[config.mk]
export PLATFORM = sky130hd
export DESIGN_NAME = div_lp
export DESIGN_NICKNAME = d
export VERILOG_FILES = /design/src/rtl/div_lp_pkg.sv /design/src/rtl/div_lp_step.sv /design/src/rtl/div_lp.sv
export SDC_FILE = /design/constraint.sdc
export NUM_CORES = 1
export LEC_CHECK = 0
export BUFFER_PORTS_ARGS = -buffer_cell sky130_fd_sc_hd__buf_2
export CORE_MARGIN = 1.5
export CORE_UTILIZATION = 55
export DETAILED_ROUTE_END_ITERATION = 16
export PLACE_DENSITY = 0.81
export RECOVER_POWER = 100
export SYNTH_ARGS = -nofsm -noshare
export SYNTH_HDL_FRONTEND = slang
export SYNTH_HIERARCHICAL = 1
export SYNTH_SLANG_ARGS = --single-unit
[constraint.sdc]
create_clock -name clk -period 6.95 [get_ports clk]
set_clock_uncertainty 0.05 [all_clocks]
set_input_delay 0.3475 -clock clk [delete_from_list [all_inputs] [get_ports clk]]
set_output_delay 0.3475 -clock clk [all_outputs]
set_load 0.005 [all_outputs]
[src/rtl/div_lp_pkg.sv]
// Shared types and sizing constants for the div_lp restoring divider.
package div_lp_pkg;

    typedef enum logic [1:0] {
        IDLE,
        CALC,
        DONE
    } state_t;

    localparam int DIV_LP_WIDTH = 8;
    localparam int DIV_LP_CNT_W = $clog2(DIV_LP_WIDTH + 1);

    function automatic int cnt_w(input int w);
        return $clog2(w + 1);
    endfunction

endpackage

[src/rtl/div_lp_step.sv]
// One restoring-division step: shift in the next dividend bit, trial-subtract.
module div_lp_step
    import div_lp_pkg::*;
#(
    parameter int W = DIV_LP_WIDTH
) (
    input  logic [W:0]   i_r,
    input  logic         i_bit,
    input  logic [W-1:0] i_div,
    output logic [W:0]   o_r,
    output logic         o_q
);

    logic [W:0] w_t;
    logic       w_unused;

    // R stays below the divisor on valid runs, so its top bit never matters
    assign w_unused = i_r[W];
    assign w_t      = {i_r[W-1:0], i_bit};
    assign o_q      = (w_t >= {1'b0, i_div});
    assign o_r      = o_q ? (w_t - {1'b0, i_div}) : w_t;

endmodule

[src/rtl/div_lp.sv]
// Sequential low-power 2W/W unsigned restoring divider, one quotient bit per clock.
// DIV_LP_EARLY_EXIT_EN: divide-by-zero/overflow skip CALC and go straight to DONE.
module div_lp
    import div_lp_pkg::*;
#(
    parameter int WIDTH = DIV_LP_WIDTH
) (
    input  logic               clk,
    input  logic               rst,
    input  logic               in_valid,
    output logic               in_ready,
    input  logic [2*WIDTH-1:0] dividend,
    input  logic [WIDTH-1:0]   divisor,
    output logic               out_valid,
    input  logic               out_ready,
    output logic [WIDTH-1:0]   quotient,
    output logic [WIDTH-1:0]   remainder,
    output logic               div_zero,
    output logic               overflow
);

    localparam int CW = cnt_w(WIDTH);

    state_t           r_state;
    state_t           w_next;
    logic [CW-1:0]    r_cnt;
    logic [WIDTH-1:0] r_div;
    logic [WIDTH-1:0] r_shift;
    logic [WIDTH:0]   r_rem;
    logic             r_dz;
    logic             r_ov;
    logic             r_valid;
    logic [WIDTH-1:0] r_q;
    logic [WIDTH-1:0] r_r;
    logic             r_dz_o;
    logic             r_ov_o;

    logic             w_accept;
    logic             w_dz_in;
    logic             w_ov_in;
    logic             w_last;
    logic             w_to_done;
    logic             w_fin_dz;
    logic             w_fin_ov;
    logic [WIDTH:0]   w_step_r;
    logic             w_qbit;

    assign in_ready  = (r_state == IDLE) && !rst;
    assign w_accept  = in_valid && in_ready;
    assign w_dz_in   = (divisor == '0);
    assign w_ov_in   = !w_dz_in && (dividend[2*WIDTH-1:WIDTH] >= divisor);
    assign w_last    = (r_cnt == CW'(1));
    assign w_to_done = (w_next == DONE) && (r_state != DONE);
    // Flags come straight from the inputs when DONE is entered from IDLE
    assign w_fin_dz  = (r_state == IDLE) ? w_dz_in : r_dz;
    assign w_fin_ov  = (r_state == IDLE) ? w_ov_in : r_ov;

    div_lp_step #(
        .W(WIDTH)
    ) u_step (
        .i_r  (r_rem),
        .i_bit(r_shift[WIDTH-1]),
        .i_div(r_div),
        .o_r  (w_step_r),
        .o_q  (w_qbit)
    );

    always_ff @(posedge clk) begin
        if (rst) begin
            r_state <= IDLE;
        end else begin
            r_state <= w_next;
        end
    end

    always_comb begin
        w_next = r_state;
        unique case (r_state)
            IDLE: begin
                if (w_accept) begin
`ifdef DIV_LP_EARLY_EXIT_EN
                    w_next = (w_dz_in || w_ov_in) ? DONE : CALC;
`else
                    w_next = CALC;
`endif
                end
            end
            CALC: begin
                if (w_last) begin
                    w_next = DONE;
                end
            end
            DONE: begin
                if (r_valid && out_ready) begin
                    w_next = IDLE;
                end
            end
            default: w_next = IDLE;
        endcase
    end

    always_ff @(posedge clk) begin
        if (rst) begin
            r_cnt   <= '0;
            r_div   <= '0;
            r_shift <= '0;
            r_rem   <= '0;
            r_dz    <= 1'b0;
            r_ov    <= 1'b0;
        end else if (w_accept) begin
            r_div   <= divisor;
            r_shift <= dividend[WIDTH-1:0];
            r_rem   <= {1'b0, dividend[2*WIDTH-1:WIDTH]};
            r_cnt   <= CW'(WIDTH);
            r_dz    <= w_dz_in;
            r_ov    <= w_ov_in;
        end else if (r_state == CALC) begin
            // Quotient bits fill the shift register as dividend bits leave it
            r_rem   <= w_step_r;
            r_shift <= {r_shift[WIDTH-2:0], w_qbit};
            r_cnt   <= r_cnt - CW'(1);
        end
    end

    always_ff @(posedge clk) begin
        if (rst) begin
            r_valid <= 1'b0;
            r_q     <= '0;
            r_r     <= '0;
            r_dz_o  <= 1'b0;
            r_ov_o  <= 1'b0;
        end else begin
            r_valid <= (w_next == DONE);
            if (w_to_done) begin
                if (w_fin_dz || w_fin_ov) begin
                    r_q <= '1;
                    r_r <= '0;
                end else begin
                    r_q <= {r_shift[WIDTH-2:0], w_qbit};
                    r_r <= w_step_r[WIDTH-1:0];
                end
                r_dz_o <= w_fin_dz;
                r_ov_o <= w_fin_ov;
            end
        end
    end

    assign out_valid = r_valid;
    assign quotient  = r_q;
    assign remainder = r_r;
    assign div_zero  = r_dz_o;
    assign overflow  = r_ov_o;

endmodule

**Yosys cells after proc, flatten, opt, wreduce, memory -nomap -nowiden**

Index checks and enable logic that the tools add are counted.

- Bits in registers: 51
- Word-level logic and storage cells: 49

- Add/subtract/negate cells: 2
- $lt $le $gt $ge: 2
- Equal/unequal tests: 5
- Multiplexer cells: 15
- Reduce and logical (&&, ||, !) cells: 12

Operator list:

| cell | number |
|---|---|
| $mux W8 | 7 |
| $ge A9 B8 Y1 | 1 |
| $ge A8 B8 Y1 | 1 |
| $logic_not A8 Y1 | 1 |
| $mux W4 | 2 |
| $sub A8 B8 Y8 | 1 |
| $mux W2 | 3 |
| $pmux W2 S3 | 1 |
| $logic_and A1 B1 Y1 | 5 |
| $eq A2 B2 Y1 const B | 2 |
| $eq A4 B1 Y1 const B | 1 |
| $sub A4 B1 Y4 const B | 1 |
| $eq A2 B1 Y1 const B | 1 |
| $logic_not A1 Y1 | 2 |
| $logic_not A2 Y1 | 1 |
| $mux W1 | 2 |
| $ne A2 B2 Y1 const B | 1 |
| $reduce_bool A2 Y1 | 1 |
| $reduce_or A2 Y1 | 1 |
| $logic_or A1 B1 Y1 | 1 |

**Depth between registers and ports, before layout**

Gate-level depths: netlist of run 1.

- Depth in word-level cells: 7
- Depth in mapped cells: 10
- Mapped depth without buffers: 10

**Modules after synthesis**

Netlist of run 1, hierarchy kept.

By module, submodules not included:

| module | instances | cells each | area an instance (µm²) | seq. area each (µm²) |
|---|---|---|---|---|
| div_lp | 1 | 250 | 2272.2 | 1041.0 |
| div_lp_step | 1 | 76 | 546.8 | 0.0 |

**Worst setup path before layout of run 1**

OpenSTA, ideal clock, no wires.

- Path type: reg-to-reg
- Start point: register r_div[4]
- End point: register r_rem[6]
- Setup time: 91 ps
- Arrival: 2284 ps
- Slack: 4525 ps
- Cell stages (with the launch flop): 11
- Clock period less this slack: 2425 ps
- Path through: dfxtp_1 > inv_1 > ha_1 > a21o_1 > o21bai_1 > a211o_1 > or2_1 > buf_6 > mux2i_1 > nand2_1 > a311oi_1

- Cells in the longest elaborated chain, start to end: 4

RTL lines:

| what | RTL line | source |
|---|---|---|
| start: declaration | div_lp.sv:27 | `logic [WIDTH-1:0] r_div;` |
| start signal: assignment | div_lp.sv:111 | `r_div <= divisor;` |
| $ge A9 B8 Y1 | div_lp_step.sv:20 | `assign o_q = (w_t >= {1'b0, i_div});` |
| named net w_qbit | div_lp.sv:46 | `logic w_qbit;` |
| $mux W8 | div_lp_step.sv:21 | `assign o_r = o_q ? (w_t - {1'b0, i_div}) : w_t;` |
| named net w_step_r[6] | div_lp.sv:45 | `logic [WIDTH:0] w_step_r;` |
| $mux W8 | div_lp.sv:117 | `end else if (r_state == CALC) begin` |
| $mux W8 | div_lp.sv:110 | `end else if (w_accept) begin` |
| end signal: assignment | div_lp.sv:113 | `r_rem <= {1'b0, dividend[2*WIDTH-1:WIDTH]};` |
| end signal: assignment | div_lp.sv:119 | `r_rem <= w_step_r;` |
| end: declaration | div_lp.sv:29 | `logic [WIDTH:0] r_rem;` |

The timed path passes the listed nets, and every way through them passes these cells. The select of a mux whose other input is x is not followed.
A chain may end at the register's enable or synchronous reset.

**Final worst setup path of run 1**

- Start point: input port rst
- End point: register r_rem[6]

- Cells in the longest elaborated chain, start to end: 4

RTL lines:

| what | RTL line | source |
|---|---|---|
| start: declaration | div_lp.sv:9 | `input logic rst,` |
| $logic_not A1 Y1 | div_lp.sv:48 | `assign in_ready = (r_state == IDLE) && !rst;` |
| $logic_and A1 B1 Y1 | div_lp.sv:48 |  |
| $logic_and A1 B1 Y1 | div_lp.sv:49 | `assign w_accept = in_valid && in_ready;` |
| $mux W8 or $reduce_bool A2 Y1 (tied branches) | - |  |

Parallel ways exist; a longest one is shown, timed or not.

==> results of run 1 <==
## routing by layer
metal,GRT usage,up-vias,wire length [um]
met5,0,-,0
met4,0.0679,0,67
met3,0.0508,7,355
met2,0.343,68,2640
met1,0.351,1107,3020
li1,-,1183,-
## flip-flops by register name, indices dropped and copies added, names as in the netlist
signal and cells:
r_ov 1, r_div 8, r_dz 1, r_state 2, r_shift 8, overflow 1
r_rem 8, remainder 8, out_valid 1, div_zero 1, quotient 8, r_cnt 4
## power by group
group | internal, W | total, W | leakage, nW | switching [W]
combinational | 0.0000857 | 0.000206 | 0.762 | 0.000120
clock | 0.000119 | 0.000222 | 0.0618 | 0.000104
sequential | 0.000311 | 0.000326 | 0.416 | 0.0000150
## final cells by class
type / instances / area (um2) / area share
Timing Repair Buffer: 47 / 224 / 0.0746
Clock buffer: 6 / 82.6 / 0.0275
Clock inverter: 2 / 38.8 / 0.0129
Tap cell: 67 / 83.8 / 0.0279
Inverter: 24 / 90.1 / 0.0300
Multi-Input combinational cell: 221 / 1460 / 0.487
Sequential cell: 51 / 1020 / 0.340
## cell usage in the layout, fill, tap and decap left out, types with 7 or more instances in the layout
cell type,n
a311oi_1,17
dfxtp_1,51
nor2_1,29
buf_2,37
clkbuf_1,8
a22oi_1,7
o221a_1,8
nand2_1,47
nand3_1,11
a21oi_1,17
o21ai_0,9
ha_1,18
inv_1,23
## metrics by stage
stage | power, W | hold WS, ps
floorplan | 0.000509 | 388
global placement | 0.000546 | 395
detailed placement | 0.000549 | 401
CTS | 0.000769 | 232
global route | 0.000795 | 232
finish | 0.000754 | 233
## worst max-delay path, cell delays in order
cell and delay, ps:
clkbuf_1 1150, nor3_1 180, nand2_1 1200, nor2_1 220, a311oi_1 320
## final timing paths
path / from / end / slack (ps) / depth (start not counted)
setup reg to reg: r_div[1]$_SDFFE_PP0P_ / r_rem[6]$_SDFFE_PP0P_ / 4090 / 9
hold reg to reg: remainder[6]$_SDFFE_PP0P_ / remainder[6]$_SDFFE_PP0P_ / 410 / 2
setup / recovery: rst / r_rem[6]$_SDFFE_PP0P_ / 3680 / 5
hold / removal: divisor[0] / r_div[0]$_SDFFE_PP0P_ / 230 / 3
==> flow_metrics.py, run 1 <==
metrics = {
    "global_route": {
        "grt_overflow": 0,
        "grt_pass1_wl_um": 9760,
        "grt_max_degree": 53,
        "antenna_found_initial": 0,
        "grt_pass1_vias": 2022,
        "globalRouteTotalUtil": 0.237,
    },
    "placement": {
        "hpwl_um": 4370,
        "gp_congestion": 0.881,
        "pre_cts_slack_ps": 4270,
        "port_buffers": 47,
        "placed_cell_area_um2": 2940,
        "dp_cells": 410,
    },
    "sta": {
        "slew_headroom": -0.0784,
        "fin_crit_ps": 3270,
        "fin_tns_setup_ps": 0,
        "slew_viol_final": 90,
        "tightest_slew_ps": 1620,
        "hold_violations": 0,
        "setup_slack_ps": 3680,
        "post-route-period-util": 0.470,
        "finalSetupViolCount": 0,
        "rsz0062_at_grt": "no",
        "fmax_ghz": 0.306,
    },
    "clock_network": {
        "htree_num_levels": 2,
        "post_cts.repair.setup_buffers": 0,
        "clk_pin_slew_worst_paths_ps": 100,
        "clockRootBuffer": "clkbuf_8",
        "hold_buffers": 0,
        "clk_path_buf_depth": 2,
        "cts_resized": 0,
        "cts_tree": "built",
        "clock_sinks": 51,
        "numCtsBuffers": 5,
        "insertion_delay_ps": 310,
    },
    "die": {
        "initial_utilization": 0.576,
        "die_w_um": 73.6,
        "fp-row-count": 25,
        "die_y_um": 73.6,
        "core_area_um2": 4750,
        "die_area_um2": 5410,
        "ioPinCount": 48,
    },
    "routing": {
        "drc": 0,
        "dr.first_iter.drc_count": 173,
        "vias_per_cell": 5.66,
        "num_vias": 2365,
        "wl_per_cell_um": 14.5,
        "totalWireLength_um": 6080,
        "ant_nets": 0,
        "dr.pass1.iters": 4,
    },
    "finish": {
        "final_cells": 418,
        "fin_area_um2": 3000,
        "postLayoutCoreUtil": 0.631,
        "fillCellCount": 451,
        "syn_to_final_growth_pct": 9.64,
        "insertedDiodeCount": 0,
        "finish.net_count": 397,
        "drive_gt1_frac": 0.160,
    },
    "synth": {
        "syn-instance-count": 316,
        "synth_fp_nets": 363,
        "synth_warnings": 6,
        "syn_area_um2": 2740,
        "syn_area_per_cell_um2": 8.66,
    },
    "critical_path": {
        "cp.arrival_ps": 3430,
        "critPathKind": "primary input to flop",
        "setup.worst_path.start_class": "primary input",
        "worstPathMaxFanout": 52,
        "endpoint_kind": "flop",
        "worstPathRequired_ps": 7110,
    },
    "pwr": {
        "total_leakage_power_nw": 1.24,
        "power.density_nw_per_um2": 251,
        "vdd_ir_drop_max_uv": 103,
    },
    "worst_hold_path": {
        "worstHoldPathType": "primary input to flop",
    },
    "status": {
        "status": "finished, violations left",
        "violations": "capacitance limit, slew limit",
    },
    "flow_run": {
        "drv_cap": 2,
    },
}
No activity file was read; power rests on OpenSTA's default activity.
==> run 2, diff against run 1 <==
--- a/config.mk
+++ b/config.mk
@@ -5,11 +5,12 @@
 export SDC_FILE = /design/constraint.sdc
 export NUM_CORES = 1
 export LEC_CHECK = 0
+export ABC_AREA = 1
 export BUFFER_PORTS_ARGS = -buffer_cell sky130_fd_sc_hd__buf_2
 export CORE_MARGIN = 1.5
-export CORE_UTILIZATION = 55
+export CORE_UTILIZATION = 51
 export DETAILED_ROUTE_END_ITERATION = 16
-export PLACE_DENSITY = 0.81
+export PLACE_DENSITY = 0.79
 export RECOVER_POWER = 100
 export SYNTH_ARGS = -nofsm -noshare
 export SYNTH_HDL_FRONTEND = slang
==> constraint.sdc (replaced) <==
create_clock -name clk -period 2.6 [get_ports clk]
set_clock_uncertainty 0.05 [all_clocks]
set_input_delay 0.13 -clock clk [delete_from_list [all_inputs] [get_ports clk]]
set_output_delay 0.13 -clock clk [all_outputs]
set_load 0.005 [all_outputs]
==> flow_metrics.py, run 2 <==
metrics = {
    "clock_network": {
        "clk_path_buf_depth": 2,
        "post_cts.repair.setup_buffers": 0,
        "insertion_delay_ps": 320,
        "clk_pin_slew_worst_paths_ps": 110,
        "cts_tree": "built",
        "clockRootBuffer": "clkbuf_8",
        "hold_buffers": 0,
        "numCtsBuffers": 5,
        "cts_resized": 0,
        "htree_num_levels": 2,
        "clock_sinks": 51,
    },
    "critical_path": {
        "critPathMaxStageDelay_ps": 420,
        "slowest_stage": "fa_1",
        "rr_worst_depth": 14,
        "r2r-end": "remainder[6]$_SDFFE_PP0P_",
        "cp.arrival_ps": 2280,
        "path_cells": "inv_1, ha_1, fa_1, inv_1, nand3_1, nand3_1, nand2_1, nand2_1, nand2_1, nand2_1, nand2_1, nor2_1, nand3_1, a21oi_1",
        "setup.worst_path.start_class": "flop",
        "crit_top_cell": "nand2_1",
        "reg2reg_from": "r_shift[7]$_SDFFE_PP0P_",
        "worstPathMaxFanout": 3,
        "crit_family": "simple AND/OR/NAND/NOR gates",
        "endpoint_kind": "flop",
        "critPathKind": "flop to flop",
        "worstPathRequired_ps": 2790,
        "regToRegSetupSlack_ps": 510,
        "critPathBufInv": 2,
    },
    "routing": {
        "dr.pass1.iters": 4,
        "num_vias": 2807,
        "dr.first_iter.drc_count": 130,
        "dr_wl_met3_um": 325,
        "wl_per_cell_um": 12.5,
        "met2_wirelength_um": 3170,
        "drc": 0,
        "ant_nets": 0,
        "totalWireLength_um": 6830,
        "met1_length_um": 3230,
        "highest_layer": "met4",
        "vias_per_cell": 5.13,
    },
    "finish": {
        "final_common_cell": "nand2_1",
        "drive_gt1_frac": 0.141,
        "syn_to_final_growth_pct": 12.4,
        "finish.net_count": 521,
        "fillCellCount": 568,
        "register_area_um2": 1020,
        "final_cell_mix": "nand2_1 (145), inv_1 (59), dfxtp_1 (51)",
        "multiInputGateArea_um2": 1600,
        "insertedDiodeCount": 0,
    },
    "synth": {
        "synth_warnings": 6,
        "synth_fp_nets": 477,
        "syn-instance-count": 430,
        "syn_area_um2": 2930,
        "syn_area_per_cell_um2": 6.82,
    },
    "die": {
        "die_w_um": 78.8,
        "die_area_um2": 6210,
        "die_y_um": 78.8,
        "initial_utilization": 0.529,
        "ioPinCount": 48,
        "core_area_um2": 5540,
        "fp-row-count": 27,
    },
    "placement": {
        "gp_congestion": 0.918,
        "pre_cts_slack_ps": 548,
        "port_buffers": 47,
        "hpwl_um": 5190,
    },
    "sta": {
        "finalSetupViolCount": 0,
        "tightest_slew_ps": 778,
        "post-route-period-util": 0.803,
        "fmax_ghz": 0.479,
        "rsz0062_at_grt": "no",
        "slew_headroom": 0.479,
        "slew_viol_final": 0,
        "fin_tns_setup_ps": 0,
        "hold_violations": 0,
        "fin_crit_ps": 2090,
        "setup_slack_ps": 512,
    },
    "pwr": {
        "power.internal_w": 0.00124,
        "comb_power_share": 0.324,
        "vdd_ir_drop_max_uv": 265,
        "clkPwrFrac": 0.248,
        "p_sw_frac": 0.379,
        "seq_power_share": 0.428,
        "power.switching_w": 0.000760,
        "total_leakage_power_nw": 1.60,
        "power.density_nw_per_um2": 608,
    },
    "worst_hold_path": {
        "hold_depth": 3,
        "hold-path-endpoint": "r_shift[2]$_SDFFE_PP0P_",
        "worstHoldPathType": "primary input to flop",
        "worstHoldStart": "dividend[2]",
    },
    "global_route": {
        "grt_pass1_wl_um": 12100,
        "grt_pass1_vias": 2602,
        "grt_overflow": 0,
        "antenna_found_initial": 0,
        "grt_max_degree": 40,
        "globalRouteTotalUtil": 0.243,
    },
    "flow_run": {
        "drv_cap": 0,
    },
    "status": {
        "status": "finished, final reports clean",
    },
}
run 2: worst max path at each step:
stage                                  startpoint                         to  slack [ps]  cells past startpoint
after floorplan           r_shift[7]$_SDFFE_PP0P_  remainder[6]$_SDFFE_PP0P_         760                     14
after global placement    r_shift[7]$_SDFFE_PP0P_  remainder[6]$_SDFFE_PP0P_         620                     14
after detailed placement  r_shift[7]$_SDFFE_PP0P_  remainder[6]$_SDFFE_PP0P_         550                     14
after CTS                 r_shift[7]$_SDFFE_PP0P_  remainder[6]$_SDFFE_PP0P_         530                     14
after global routing        r_state[1]$_SDFF_PP0_      r_cnt[0]$_SDFFE_PP0P_         240                      9
final                     r_shift[7]$_SDFFE_PP0P_  remainder[6]$_SDFFE_PP0P_         510                     14
run 2: area by class of cell:
cell class                 instances  area share
tap                               72      0.0273
inverter                          65      0.0741
multi-input combinational        301       0.485
timing repair buffer              50      0.0744
sequential                        51       0.310
clock buffer                       5      0.0209
clock inverter                     3     0.00836
run 2: power groups by stage:
| stage | registers, W | clock network (W) | logic [W] |
|---|---|---|---|
| detailed placement | 0.000876 | 0 | 0.000637 |
| global route | 0.000865 | 0.000536 | 0.000737 |
| finish | 0.000859 | 0.000496 | 0.000650 |
| floorplan | 0.000867 | 0 | 0.000499 |
| CTS | 0.000859 | 0.000496 | 0.000642 |
| global placement | 0.000875 | 0 | 0.000630 |
run 2: metrics by stage:
stage | std cells | hold slack, ps | power, W | util | area [um2]
final | 547 | 15.2 | 0.00200 | 0.595 | 3290
after global routing | 547 | 16.9 | 0.00214 | 0.595 | 3290
after CTS | 547 | 16.2 | 0.00200 | 0.598 | 3310
after detailed placement | 539 | 343 | 0.00151 | 0.580 | 3220
after global placement | 539 | 335 | 0.00151 | 0.580 | 3220
after floorplan | 430 | 213 | 0.00137 | - | 2930
run 2: worst register-to-register path: stages (launching register included):
cell and delay (ps):
dfxtp_1 390, inv_1 60, ha_1 220, fa_1 420
inv_1 90, nand3_1 100, nand3_1 80, nand2_1 50
nand2_1 60, nand2_1 50, nand2_1 90, nand2_1 60
nor2_1 110, nand3_1 80, a21oi_1 130
run 2: metal layers:
metal,global-route usage,vias up
li1,-,1452
met1,0.330,1263
met2,0.397,82
met3,0.0391,10
met4,0.0754,0
met5,0,-
==> run 3, diff against run 2 <==
==> constraint.sdc (replaced) <==
create_clock -name clk -period 1.67 [get_ports clk]
set_clock_uncertainty 0.05 [all_clocks]
set_input_delay 0.0835 -clock clk [delete_from_list [all_inputs] [get_ports clk]]
set_output_delay 0.0835 -clock clk [all_outputs]
set_load 0.005 [all_outputs]
==> flow_metrics.py, run 3 (synthesis gave the netlist of run 2 again) <==
metrics = {
    "sta": {
        "slew_viol_final": 0,
        "tightest_slew_ps": 524,
        "hold_violations": 1,
        "setup_slack_ps": -233,
        "finalSetupViolCount": 20,
        "slew_headroom": 0.651,
        "post-route-period-util": 1.14,
        "fin_worst_hold_slack_ps": -6.36,
        "rsz0062_at_grt": "yes",
        "fmax_ghz": 0.526,
        "fin_crit_ps": 1900,
    },
    "clock_network": {
        "clock_sinks": 51,
        "clk_pin_slew_worst_paths_ps": 100,
        "htree_num_levels": 2,
        "clk_path_buf_depth": 2,
        "clockRootBuffer": "clkbuf_8",
        "insertion_delay_ps": 320,
        "numCtsBuffers": 5,
        "cts_tree": "built",
    },
    "critical_path": {
        "path_cells": "inv_2, ha_4, nand2_4, nor2_4, nand3_4, nand4_4, nand2_2, nand2_2, nand2_1, nor2_1, nand3_1, a21oi_2",
        "setup.worst_path.start_class": "flop",
        "reg2reg_from": "r_div[6]$_SDFFE_PP0P_",
        "startpoint": "r_div[6]$_SDFFE_PP0P_",
        "worstPathRequired_ps": 1880,
        "r2r-end": "remainder[6]$_SDFFE_PP0P_",
        "regToRegSetupSlack_ps": -230,
        "worstPathMaxFanout": 5,
        "crit_top_cell": "nand2_2",
        "endpoint_kind": "flop",
        "critPathMaxStageDelay_ps": 360,
        "critPathKind": "flop to flop",
        "rr_worst_depth": 12,
        "endpoint": "remainder[6]$_SDFFE_PP0P_",
        "slowest_stage": "dfxtp_2",
        "cp.arrival_ps": 2110,
    },
    "finish": {
        "final_cells": 595,
        "register_area_um2": 1030,
        "finish.net_count": 569,
        "multiInputGateArea_um2": 1920,
        "fin_area_um2": 4040,
        "final_common_cell": "nand2_1",
        "final_cell_mix": "nand2_1 (116), inv_1 (50), buf_2 (42)",
        "postLayoutCoreUtil": 0.729,
        "syn_to_final_growth_pct": 37.8,
        "drive_gt1_frac": 0.342,
        "insertedDiodeCount": 0,
        "fillCellCount": 413,
    },
    "die": {
        "die_y_um": 78.8,
        "die_w_um": 78.8,
        "die_area_um2": 6210,
        "initial_utilization": 0.529,
        "core_area_um2": 5540,
        "ioPinCount": 48,
        "fp-row-count": 27,
    },
    "status": {
        "violations": "hold timing, setup timing",
        "status": "finished, violations left",
    },
    "placement": {
        "dp_cells": 569,
        "placed_cell_area_um2": 3500,
        "gp_congestion": 0.951,
        "pre_cts_slack_ps": -225,
        "port_buffers": 47,
        "hpwl_um": 5830,
    },
    "routing": {
        "ant_nets": 0,
        "dr.pass1.iters": 6,
        "totalWireLength_um": 9270,
        "wl_per_cell_um": 15.6,
        "num_vias": 3281,
        "drc": 0,
        "dr.first_iter.drc_count": 315,
        "vias_per_cell": 5.51,
    },
    "worst_hold_path": {
        "worstHoldPathType": "primary input to flop",
    },
    "global_route": {
        "antenna_found_initial": 0,
        "globalRouteTotalUtil": 0.286,
        "grt_pass1_vias": 2901,
        "grt_pass1_wl_um": 14000,
        "grt_overflow": 0,
        "grt_max_degree": 38,
    },
    "pwr": {
        "finalPower_w": 0.00398,
        "total_leakage_power_nw": 1.93,
        "power.density_nw_per_um2": 985,
        "vdd_ir_drop_max_uv": 578,
    },
    "flow_run": {
        "drv_cap": 0,
    },
}
-- run 3: cell types whose count changed in the layout (fill, tap and decap cells not counted), sizes merged --
cell         change
buf             +38
dlygate4sd3     +11
clkbuf           -2
clkinv           -2
bufinv           +1
inv              +1
nand4            +1
-- run 3: layout make-up --
class / count / share of cell area
Inverter: 65 / 0.0604
Timing Repair Buffer: 97 / 0.158
Clock inverter: 3 / 0.0115
Sequential cell: 51 / 0.256
Tap cell: 72 / 0.0223
Multi-Input combinational cell: 302 / 0.475
Clock buffer: 5 / 0.0170
-- run 3: metrics by stage --
step | hold slack (ps) | setup TNS (ps)
floorplan | 143 | -71.1
global placement | 260 | -1860
detailed placement | 269 | -3300
CTS | 0.352 | -955
global route | 11.9 | -4810
finish | -6.36 | -2780
-- run 3: critical path, delay by kind of cell, from the launching register on --
family | cells | cell delay (ps)
and+or+nand+nor | 9 | 910
DFF | 1 | 360
adders and majority gates | 1 | 310
AOI/OAI and AO/OA | 1 | 160
buffers and inverters | 1 | 50
-- run 3: power by group --
part | switching [W] | leakage, nW | internal (W)
logic | 0.00101 | 1.46 | 0.000702
registers | 0.0000560 | 0.419 | 0.00129
clock network | 0.000469 | 0.0548 | 0.000452
-- run 3: worst min path at each step --
| stage | depth (start not counted) | startpoint | slack (ps) | to |
|---|---|---|---|---|
| after floorplan | 1 | rst | 140 | in_ready |
| after global placement | 2 | rst | 260 | r_cnt[2]$_SDFFE_PP0P_ |
| after detailed placement | 2 | rst | 270 | r_cnt[2]$_SDFFE_PP0P_ |
| after CTS | 3 | divisor[5] | 0.4 | r_div[5]$_SDFFE_PP0P_ |
| after global routing | 3 | dividend[1] | 10 | r_shift[1]$_SDFFE_PP0P_ |
| final | 3 | dividend[12] | -6 | r_rem[4]$_SDFFE_PP0P_ |
-- run 3: repair_timing --
action	4_1_cts	5_1_grt
pin swaps	30	14
hold buffers	11	0
buffers inserted	2	4
resized for setup	44	36
endpoints found under the setup margin	29	24
gates cloned	1	0
endpoints found under the hold margin	11	0
-- run 3: per-layer routing --
| metal | vias to the layer above | track usage | routed length (um) |
|---|---|---|---|
| met5 | - | 0 | 0 |
| met4 | 0 | 0.119 | 293 |
| met3 | 33 | 0.0299 | 588 |
| met2 | 190 | 0.490 | 4520 |
| met1 | 1507 | 0.367 | 3870 |
| li1 | 1551 | - | - |
